File: config.mk
export PLATFORM = sky130hd
export DESIGN_NAME = booth_multiplier_arbiter_module
export DESIGN_NICKNAME = d
export VERILOG_FILES = /design/src/rtl/booth_multiplier_arbiter_module.sv
export SDC_FILE = /design/constraint.sdc
export NUM_CORES = 1
export LEC_CHECK = 0
export ABC_CLOCK_PERIOD_IN_PS = 11500
export CORE_MARGIN = 10
export CORE_UTILIZATION = 45
export CTS_CLUSTER_SIZE = 10
export DETAILED_ROUTE_END_ITERATION = 12
export PLACE_DENSITY = 0.65
export SETUP_SLACK_MARGIN = 0.5
export SLEW_MARGIN = 0
export SYNTH_ARGS = -nofsm -noshare
export SYNTH_HDL_FRONTEND = slang
export SYNTH_SLANG_ARGS = --single-unit
export TNS_END_PERCENT = 20
File: constraint.sdc
create_clock -name CLK -period 11.5 [get_ports CLK]
set_input_delay 2.3 -clock CLK [delete_from_list [all_inputs] [get_ports CLK]]
set_output_delay 2.3 -clock CLK [all_outputs]
set_load 0.03 [all_outputs]
File: src/rtl/booth_multiplier_arbiter_module.sv
// ---------------------------------------------------------------------------
// booth_multiplier_arbiter_module
//
// Purpose:
//   Two requesters share one combinational 8x8 signed radix-2 Booth
//   multiplier. A small FSM does the following for each operation:
//     - picks one requester, using round-robin when both request at once;
//     - latches that requester's operands;
//     - holds the operands stable for CALC_CYCLES cycles;
//     - captures the 16-bit product;
//     - pulses Done_Sig for the served requester;
//     - spends one CLEAR cycle before accepting the next request.
//
// Parameters:
//   CALC_CYCLES  cycles the operands sit at the multiplier before the
//                product is captured (1..15)
//
// Ports:
//   CLK        system clock, rising edge
//   RSTn       asynchronous active-low reset
//   Start_Sig  [1:0]  request level per requester
//   A0, B0     [7:0]  requester 0 signed operands
//   A1, B1     [7:0]  requester 1 signed operands
//   Done_Sig   [1:0]  one-cycle completion pulse to the served requester
//   Product    [15:0] registered signed product of the last operation
//   Busy              high whenever the FSM is not idle
// ---------------------------------------------------------------------------
module booth_multiplier_arbiter_module #(
    parameter int CALC_CYCLES = 2
) (
    input  logic        CLK,
    input  logic        RSTn,
    input  logic [1:0]  Start_Sig,
    input  logic [7:0]  A0,
    input  logic [7:0]  B0,
    input  logic [7:0]  A1,
    input  logic [7:0]  B1,
    output logic [1:0]  Done_Sig,
    output logic [15:0] Product,
    output logic        Busy
);

    typedef enum logic [2:0] {
        IDLE,
        LOAD,
        CALC,
        DONE,
        CLEAR
    } state_t;

    // Counter value seen on the last CALC cycle.
    localparam logic [3:0] CNT_LAST = 4'(CALC_CYCLES - 1);

    state_t      state;
    logic [7:0]  op_a;
    logic [7:0]  op_b;
    logic [3:0]  calc_cnt;
    logic        grant;
    logic        rr_last;
    logic        pick;
    logic [15:0] booth_prod;
    logic [15:0] mcand_ext;
    logic [8:0]  b_ext;

    // On a tie, the requester that was not served last wins.
    // A single request always goes to the requester that asked.
    always_comb begin
        pick = (Start_Sig == 2'b11) ? ~rr_last : Start_Sig[1];
    end

    // Radix-2 Booth recoding.
    // Each adjacent pair (b[i], b[i-1]) adds, subtracts or skips the
    // multiplicand shifted left by i. The implicit b[-1] is zero.
    // Working modulo 2^16 gives the exact signed 16-bit product.
    always_comb begin
        mcand_ext  = {{8{op_a[7]}}, op_a};
        b_ext      = {op_b, 1'b0};
        booth_prod = '0;
        for (int i = 0; i < 8; i++) begin
            case ({b_ext[i+1], b_ext[i]})
                2'b10:   booth_prod = booth_prod - (mcand_ext << i);
                2'b01:   booth_prod = booth_prod + (mcand_ext << i);
                default: booth_prod = booth_prod;
            endcase
        end
    end

    // Main control FSM. All outputs are registered here.
    // Busy and Done_Sig are set on the transition into the state they
    // describe, so they line up exactly with the state register.
    always_ff @(posedge CLK or negedge RSTn) begin
        if (!RSTn) begin
            state    <= IDLE;
            op_a     <= '0;
            op_b     <= '0;
            calc_cnt <= '0;
            grant    <= 1'b0;
            rr_last  <= 1'b1;
            Done_Sig <= 2'b00;
            Product  <= '0;
            Busy     <= 1'b0;
        end else begin
            case (state)
                IDLE: begin
                    if (|Start_Sig) begin
                        grant <= pick;
                        Busy  <= 1'b1;
                        state <= LOAD;
                    end
                end
                LOAD: begin
                    op_a     <= grant ? A1 : A0;
                    op_b     <= grant ? B1 : B0;
                    calc_cnt <= '0;
                    state    <= CALC;
                end
                CALC: begin
                    calc_cnt <= calc_cnt + 4'd1;
                    if (calc_cnt == CNT_LAST) begin
                        Product  <= booth_prod;
                        Done_Sig <= grant ? 2'b10 : 2'b01;
                        state    <= DONE;
                    end
                end
                DONE: begin
                    rr_last  <= grant;
                    Done_Sig <= 2'b00;
                    state    <= CLEAR;
                end
                CLEAR: begin
                    Busy  <= 1'b0;
                    state <= IDLE;
                end
                default: begin
                    Done_Sig <= 2'b00;
                    Busy     <= 1'b0;
                    state    <= IDLE;
                end
            endcase
        end
    end

endmodule

## After elaboration in Yosys (flattened, before gate mapping)

Cells that the tools add are included.

- Bits in registers: 44
- Bits of input ports: 36
- Word-level logic and storage cells: 80

- Mux-type cells: 20
- Bitwise gates (word level): 3
- Add/sub/neg operators: 16
- Eq/ne operators: 22
- Reductions and logical operators: 10

Operator list:

| kind | count |
|---|---|
| 16-bit one-hot mux with 2 select lines | 7 |
| 16-bit adder | 7 |
| 16-bit subtractor | 7 |
| 2-bit == test (second input constant) | 8 |
| 16-bit two-way mux | 1 |
| 8-bit two-way mux | 2 |
| 2-bit by 1-bit == test with 1-bit output (second input constant) | 7 |
| 3-bit one-hot mux with 4 select lines | 1 |
| 2-bit AND reduction | 5 |
| 1-bit by 8-bit subtractor with 9-bit output (first input constant) | 1 |
| 4-bit one-hot mux with 2 select lines | 1 |
| 3-bit by 2-bit == test with 1-bit output (second input constant) | 2 |
| 3-bit two-way mux | 2 |
| 3-bit OR reduction | 2 |
| 4-bit by 1-bit adder with 4-bit output (second input constant) | 1 |
| 4-bit by 1-bit == test with 1-bit output (second input constant) | 1 |
| 2-bit two-way mux | 2 |
| 2-bit inequality test (second input constant) | 2 |
| 2-bit one-hot mux with 2 select lines | 1 |
| 3-bit by 1-bit == test with 1-bit output (second input constant) | 1 |
| 3-bit == test (second input constant) | 1 |
| 3-bit logical NOT | 1 |
| 1-bit NOT | 3 |
| 1-bit two-way mux | 2 |
| 3 further kinds | 3 |

## Logic depth before layout (Yosys ltp)

Gate-level depths: netlist of the first run.

- Depth in word-level cells: 16
- Mapped depth: 58
- Mapped depth without buffers: 56

## Worst setup path before layout of the first run

Ideal clock, no wire load.

- Path type: register to register
- From: register op_a[1]
- To: register Product[15]
- Path buffers: 2
- Data required time: 11.424 ns
- Library setup time: 0.076 ns
- Stages on the path, launching flop included: 51
- Slack: 1.701 ns
- Data arrival time: 9.723 ns
- Cells stage by stage: dfrtp_1 -> clkbuf_1 -> inv_1 -> ha_1 -> buf_4 -> or4b_4 -> nor2_1 -> nor2_1 -> xor2_1 -> ha_1 -> inv_1 -> o31ai_1 -> a21oi_2 -> a31oi_1 -> a21boi_1 -> ha_1 -> o2111ai_1 -> nor2_1 -> [15 not listed] -> a21oi_1 -> xnor2_1 -> mux2_2 -> ha_1 -> xnor2_1 -> nor2_1 -> a211oi_1 -> ha_1 -> nor2_1 -> nor2_1 -> o41a_1 -> xnor2_1 -> nor2_1 -> xnor2_1 -> xnor2_1 -> xnor2_1 -> xnor3_1 -> o21ai_1

- Longest elaborated chain between the ends: 16
- Elaborated cells between the ends (all ways): 23
- Classes of those cells: add/sub: 15; mux: 8

RTL lines:

| element | line | text |
|---|---|---|
| from (decl) | 55 | `logic [7:0] op_a;` |
| from (signal assigned) | 112 | `op_a <= grant ? A1 : A0;` |
| 1-bit by 8-bit subtractor with 9-bit output | 81 | `2'b10: booth_prod = booth_prod - (mcand_ext << i);` |
| 16-bit two-way mux | 80 | `case ({b_ext[i+1], b_ext[i]})` |
| 16-bit adder / 16-bit subtractor (equally long branches) | 82, 81 |  |
| 16-bit one-hot mux with 2 select lines | 80 |  |
| 16-bit adder / 16-bit subtractor (equally long branches) | 82, 81 |  |
| 16-bit one-hot mux with 2 select lines | 80 |  |
| 16-bit adder / 16-bit subtractor (equally long branches) | 82, 81 |  |
| 16-bit one-hot mux with 2 select lines | 80 |  |
| 16-bit adder / 16-bit subtractor (equally long branches) | 82, 81 |  |
| 16-bit one-hot mux with 2 select lines | 80 |  |
| 16-bit adder / 16-bit subtractor (equally long branches) | 82, 81 |  |
| 16-bit one-hot mux with 2 select lines | 80 |  |
| 16-bit adder / 16-bit subtractor (equally long branches) | 82, 81 |  |
| 16-bit one-hot mux with 2 select lines | 80 |  |
| 16-bit adder / 16-bit subtractor (equally long branches) | 82, 81 |  |
| 16-bit one-hot mux with 2 select lines (*) | 80 |  |
| to (signal assigned) | 120 | `Product <= booth_prod;` |
| to (decl) | 39 | `output logic [15:0] Product,` |

Mark *: on every way between the ends. The rest lies on a longest branch, timed or not.
A chain may end at the register's enable or synchronous reset.

## Final worst setup path of the first run

- From: register op_b[1]
- To: register Product[15]

- Longest elaborated chain between the ends: 14
- Elaborated cells between the ends (all ways): 23
- Classes of those cells: add/sub: 12; eq/ne: 4; mux: 7

RTL lines:

| element | line | text |
|---|---|---|
| from (decl) | 56 | `logic [7:0] op_b;` |
| from (signal assigned) | 113 | `op_b <= grant ? B1 : B0;` |
| 2-bit by 1-bit == test with 1-bit output / 2-bit == test (equally long branches) | 80 |  |
| 16-bit one-hot mux with 2 select lines | 80 |  |
| 16-bit adder / 16-bit subtractor (equally long branches) | 82, 81 |  |
| 16-bit one-hot mux with 2 select lines (*) | 80 |  |
| 16-bit adder / 16-bit subtractor (equally long branches) | 82, 81 |  |
| 16-bit one-hot mux with 2 select lines (*) | 80 |  |
| 16-bit adder / 16-bit subtractor (equally long branches) | 82, 81 |  |
| 16-bit one-hot mux with 2 select lines (*) | 80 |  |
| 16-bit adder / 16-bit subtractor (equally long branches) | 82, 81 |  |
| 16-bit one-hot mux with 2 select lines (*) | 80 |  |
| 16-bit adder / 16-bit subtractor (equally long branches) | 82, 81 |  |
| 16-bit one-hot mux with 2 select lines (*) | 80 |  |
| 16-bit adder / 16-bit subtractor (equally long branches) | 82, 81 |  |
| 16-bit one-hot mux with 2 select lines (*) | 80 |  |

Marks and branches as above.

==> summary.md, run 1 <==
| Metric | Value |
|---|---|
| Post-placement cell area | 0.00832 mm² |
| Largest cells by area after synthesis | dfrtp_1, ha_1, nor2_1 |
| Number of global-route vias before repair | 7041 |
| DRT Pass-1 Iters | 5 |
| Slowest stage delay, CP | 0.43 ns |
| FF/Latch Area | 0.00110 mm² |
| GRT Total Usage | 0.192 |
| Multi-input combinational cell area | 0.00625 mm² |
| GR Overflow Total | 0 |
| Routed wire per std cell | 17.7 µm |
| # hold bufs at CTS | 0 |
| Maximum clock path buffer count | 2 |
| Final Setup Violations | 0 |
| Largest net degree at the start of global routing | 45 |
| Sink Count | 44 |
| Max H-tree Level | 2 |
| Routability cong. | 0.937 |
| Max Cap Violations | 0 |
| Hold Path Sink | Product[5]$_DFFE_PN0P_ |
| Worst path most repeated cell | xnor2_1 |
| Synth-to-layout area growth | 15.6% |
| Residual DRC | 0 |
| Initial DRC Count | 472 |
| Layout Cell Area excl Fill | 0.00874 mm² |
| Max-slew headroom | 0.347 |
| Ys async rst share | 1.00 |
| Period minus WS final | 10.34 ns |
| CTS root buf | clkbuf_16 |
| Die width | 150 µm |
| Critical Path RT | 11.72 ns |
| Status | complete, no violations |
| DR vias/cell | 5.83 |
| Die Area | 0.0224 mm² |
| Synth cell count leaders | nor2_1, a21oi_1, ha_1 |
| TritonCTS Buffers | 5 |
| Yosys cell types | 82 |
| Global-route wire length before repair | 35.8 mm |
| Max Freq | 96.7 MHz |
| Layout Skew | 0.00859 ns |
| Height of the die | 150 µm |
| # nets final | 1167 |
| Startpoint Class | register |
| Setup TNS | 0 ns |
| Syn Inst Count | 1005 |
| Ratio of cells with drive above 1 in the final layout | 0.117 |
| CP Data Arrival Time | 10.56 ns |
| TritonCTS clock tree | yes |
| Final hold vios | 0 |
| Starting Density | 0.458 |
| Crit end category | register |
| Max FO, Critical Path | 13 |
| Worst R2R Start | op_b[1]$_DFFE_PN0P_ |
| Count of flip-flops with a built-in enable after synthesis | 0 |
| Mapped Nets | 1132 |
| Hpwl dp | 17.0 mm |
| Avg Cell Area, Syn | 7.52 µm² |
| I/O Pins | 55 |
| Drt total wl | 22.3 mm |
| Main synth FF type | dfrtp_1 |
| ANT nets after route | 0 |
| Clock-pin slew on the worst setup and hold paths | 0.07 ns |
| Mapped Area | 0.00756 mm² |
| Fin. max-slew vios | 0 |
| FF-to-FF setup slack | 1.16 ns |
| WHS Path Cells | 2 |
| CP max-delay cell | fa_1 |
| Reg2reg path depth | 47 |
| Worst skew pair latency | 0.30 ns |
| Synth warn | 0 |
| RSZ-0062 raised after global routing | no |
| Top cell type's share of synthesized area | 0.142 |
| Hold Crit Start | Product[5]$_DFFE_PN0P_ |
| Cell taking the most area after synthesis | dfrtp_1 |
| Routed vias | 7354 |
| Std-Cell Rows | 47 |
| Diode count | 0 |
| Kind of critical path | reg2reg |
| FILL cells | 1581 |
| Slew @ Worst Pin | 0.979 ns |
| Cell with the most instances after synthesis | nor2_1 |
| Period utilization | 0.899 |
| #FFs+latches synth | 44 |
| Critical register-to-register path endpoint | Product[15]$_DFFE_PN0P_ |
| Worst Hold Class | reg2reg |
| Core Box Area | 0.0165 mm² |
| Register area share after synthesis | 0.146 |
| Initial antenna violation count | 0 |
| PortBufs | 54 |
==> metal layers <==
metal | track usage | share of wire | wire length [µm]
met2 | 0.318 | 0.46 | 10200
met3 | 0.0248 | 0.050 | 1110
met1 | 0.254 | 0.47 | 10400
met4 | 0.0604 | 0.025 | 552
met5 | 0 | 0 | 0
==> worst max-delay path, delay by kind of cell, from the launching register on <==
kind / cells / cell delay [ns]
adder cells (fa/ha/maj): 9 / 2.78
AO/OA/AOI/OAI: 14 / 2.77
XOR/XNOR: 10 / 1.81
multiplexers: 4 / 1.27
AND/OR/NAND/NOR: 9 / 1.05
flip-flops: 1 / 0.41
buffers and inverters: 1 / 0.12
==> through the flow <==
stage	hold WS, ns	std cells	utilization	setup WS (ns)
final	0.482	1261	0.529	1.16
after global routing	0.503	1261	0.529	0.400
after CTS	0.486	1255	0.515	0.604
after detailed placement	0.470	1247	0.504	0.510
after global placement	0.467	1247	0.504	0.717
after floorplan	0.495	1005	-	1.70
==> sequential cells by signal (all words and copies together), names as in the netlist <==
register and cells:
op_a 8, calc_cnt 4, state 3, Product 16, rr_last 1, grant 1, Done_Sig 2, Busy 1
op_b 8
==> layout by cell type (no fill, tap or decap), types with 7 or more instances in the layout <==
| master | synthesis | layout |
|---|---|---|
| mux2i_1 | 27 | 27 |
| buf_4 | 2 | 28 |
| clkdlybuf4s50_1 | 0 | 53 |
| mux2_2 | 27 | 27 |
| xnor2_1 | 47 | 45 |
| a21o_1 | 23 | 23 |
| fa_1 | 7 | 7 |
| nand3_1 | 13 | 13 |
| nand2_1 | 66 | 66 |
| o21a_1 | 10 | 10 |
| ha_1 | 84 | 82 |
| a21oi_1 | 88 | 80 |
| or3_1 | 11 | 11 |
| a211oi_1 | 10 | 8 |
| a21oi_2 | 2 | 9 |
| a31oi_1 | 16 | 14 |
| dfrtp_1 | 43 | 41 |
| o21ai_0 | 82 | 80 |
| xor2_1 | 51 | 51 |
| nor2b_1 | 9 | 9 |
| nor3_1 | 29 | 27 |
| inv_1 | 43 | 42 |
| nor2_1 | 139 | 138 |
| nand2b_1 | 10 | 10 |
| o21bai_1 | 12 | 12 |
==> worst max-delay path by stage <==
stage,startpoint,endpoint,slack (ns),depth (start not counted)
CTS,op_b[0]$_DFFE_PN0P_,Product[15]$_DFFE_PN0P_,0.60,48
floorplan,op_a[1]$_DFFE_PN0P_,Product[15]$_DFFE_PN0P_,1.70,50
global route,op_a[2]$_DFFE_PN0P_,Product[15]$_DFFE_PN0P_,0.40,51
global placement,op_b[0]$_DFFE_PN0P_,Product[15]$_DFFE_PN0P_,0.72,48
finish,op_b[1]$_DFFE_PN0P_,Product[15]$_DFFE_PN0P_,1.16,47
detailed placement,op_b[0]$_DFFE_PN0P_,Product[15]$_DFFE_PN0P_,0.51,48
==> cell families after synthesis <==
| logic type | Yosys count | synth area share |
|---|---|---|
| xor+xnor | 99 | 0.116 |
| mux | 56 | 0.0799 |
| fa+ha+maj | 93 | 0.160 |
| buf+inv | 102 | 0.0534 |
| compound gates | 303 | 0.255 |
| simple gates | 308 | 0.189 |
| flops | 44 | 0.146 |
==> area by class of cell <==
cell class,instances,share of cell area
Clock buffer,6,0.0159
Sequential cell,44,0.126
Tap cell,220,0.0315
Timing Repair Buffer,83,0.0866
Inverter,47,0.0206
Clock inverter,2,0.00444
Multi-Input combinational cell,859,0.715
==> repair_timing <==
item,in CTS,in global routing
hold endpoints to repair,0,0
pin swaps,0,4
gates resized for setup,1,40
gates cloned,0,0
endpoints found under the setup margin,1,1
buffers inserted,0,6
Power of run 1 is not shown: default switching activity piles up to over one toggle a cycle in this logic, so the estimate is an artifact.
==> run 2, diff against run 1 <==
ABC_CLOCK_PERIOD_IN_PS = 13000   (was 11500)
clock period = 13 ns   (was 11.5 ns; I/O delays follow)
==> run 2 against run 1 <==
Net effect: via count down 2.2%; maximum frequency shrank 9.1%; clock-buffer cell count shrank 1; global-route usage increased by 0.48 points; sequential share of layout area rose by 0.53 points; wire length down 1.8%; cell count fell by 1.7%; critical path type unchanged.
==> summary.md, run 2 (synthesis gave the netlist of run 1 again) <==
| Metric | Value |
|---|---|
| Sink Count | 44 |
| Routed wire per std cell | 17.7 µm |
| Largest registers | Product (16), op_a (8), op_b (8) |
| Routed vias | 7190 |
| Synth-to-layout area growth | 10.8% |
| Hold Crit Start | Product[1]$_DFFE_PN0P_ |
| ANT nets after route | 0 |
| GR Overflow Total | 0 |
| Final Setup Violations | 0 |
| Most common cell after layout, fill and taps aside | nor2_1 |
| Height of the die | 150 µm |
| PortBufs | 54 |
| Worst Hold Class | reg2reg |
| Global-route wire length before repair | 36.5 mm |
| TritonCTS clock tree | yes |
| Period minus WS final | 11.37 ns |
| DRT Pass-1 Iters | 5 |
| Crit end category | register |
| # nets final | 1145 |
| Max Cap Violations | 0 |
| Kind of critical path | reg2reg |
| Final hold vios | 0 |
| Number of global-route vias before repair | 7123 |
| Status | complete, no violations |
| Slew @ Worst Pin | 1.03 ns |
| Fin. max-slew vios | 0 |
| FILL cells | 1592 |
| Std-Cell Rows | 47 |
| Routability cong. | 0.901 |
| RSZ-0062 raised after global routing | no |
| Multi-input combinational cell area | 0.00606 mm² |
| Drt total wl | 21.9 mm |
| DR vias/cell | 5.80 |
| Die width | 150 µm |
| Commonest cells after routing, fill and taps aside | nor2_1, a21oi_1, ha_1 |
| Max FO, Critical Path | 14 |
| Worst path most repeated cell | ha_1 |
| Hpwl dp | 17.1 mm |
| Maximum clock path buffer count | 2 |
| Diode count | 0 |
| Worst skew pair latency | 0.30 ns |
| Biggest register | Product |
| Critical Path RT | 13.23 ns |
| GRT Total Usage | 0.197 |
| Starting Density | 0.458 |
| CP Data Arrival Time | 11.60 ns |
| Max Freq | 87.9 MHz |
| Die Area | 0.0224 mm² |
| Initial antenna violation count | 0 |
| Core Box Area | 0.0165 mm² |
| Origin of the worst setup path | op_a[0]$_DFFE_PN0P_ |
| TritonCTS Buffers | 5 |
| Setup TNS | 0 ns |
| Largest register FFs | 16 |
| Worst R2R Start | op_a[0]$_DFFE_PN0P_ |
| Startpoint Class | register |
| Max H-tree Level | 2 |
| Period utilization | 0.875 |
| # hold bufs at CTS | 0 |
| Layout Skew | 0.0135 ns |
| Residual DRC | 0 |
| I/O Pins | 55 |
| Slowest stage delay, CP | 0.57 ns |
| CTS root buf | clkbuf_16 |
| Initial DRC Count | 536 |
| Largest net degree at the start of global routing | 45 |
| Clock-pin slew on the worst setup and hold paths | 0.08 ns |
| FF/Latch Area | 0.00110 mm² |
| Max-slew headroom | 0.310 |
| CP max-delay cell | dfrtp_1 |
| Ratio of cells with drive above 1 in the final layout | 0.0697 |
[run 2: worst max-delay path: cells and delay by family (launching register included)]
family | cells | cell delay (ns)
muxes | 1 | 0.27
DFF | 1 | 0.57
and+or+nand+nor | 11 | 1.75
xor gates and xnor gates | 9 | 1.76
buffers and inverters | 2 | 0.25
AOI/OAI and AO/OA | 17 | 3.91
adders and majority gates | 8 | 2.77
[run 2: final cells by class]
class                   instances  area share
clock buffers                   5      0.0149
flip-flops and latches         44       0.132
inverters                      47      0.0211
clock inverters                 3     0.00553
repair buffers                 61      0.0702
multi-input cells             859       0.724
well taps                     220      0.0329
[run 2: through the flow]
stage,util,instance area [µm²],setup WS [ns],hold slack (ns),std cells
finish,0.507,8370,1.63,0.483,1239
global route,0.507,8370,0.561,0.520,1239
CTS,0.507,8370,1.62,0.495,1239
detailed placement,0.496,8200,1.67,0.480,1231
global placement,0.496,8200,1.88,0.465,1231
floorplan,-,7560,3.20,0.495,1005
[run 2: path summary, 6_finish.rpt]
check | slack [ns] | cells past startpoint | endpoint
worst max-delay path | 1.63 | 48 | Product[15]$_DFFE_PN0P_
worst min-delay path | 0.48 | 2 | Product[1]$_DFFE_PN0P_
worst min register to register | 0.48 | 2 | Product[1]$_DFFE_PN0P_
min in group asynchronous | 2.45 | 1 | Product[8]$_DFFE_PN0P_
worst max register to register | 1.63 | 48 | Product[15]$_DFFE_PN0P_
max in group asynchronous | 9.92 | 1 | Product[0]$_DFFE_PN0P_
[run 2: per-layer routing]
| layer | GRT usage | wire length [µm] | vias to the layer above |
|---|---|---|---|
| met1 | 0.251 | 10000 | 3373 |
| met4 | 0.0437 | 391 | 0 |
| li1 | - | - | 3620 |
| met3 | 0.0296 | 923 | 31 |
| met5 | 0 | 0 | - |
| met2 | 0.342 | 10500 | 166 |
[run 2: timing repair]
action | in CTS | in global routing
endpoints found under the setup margin | 0 | 1
resized for setup | 0 | 1
buffers inserted | 0 | 0
Power of run 2 is left out for the same reason.
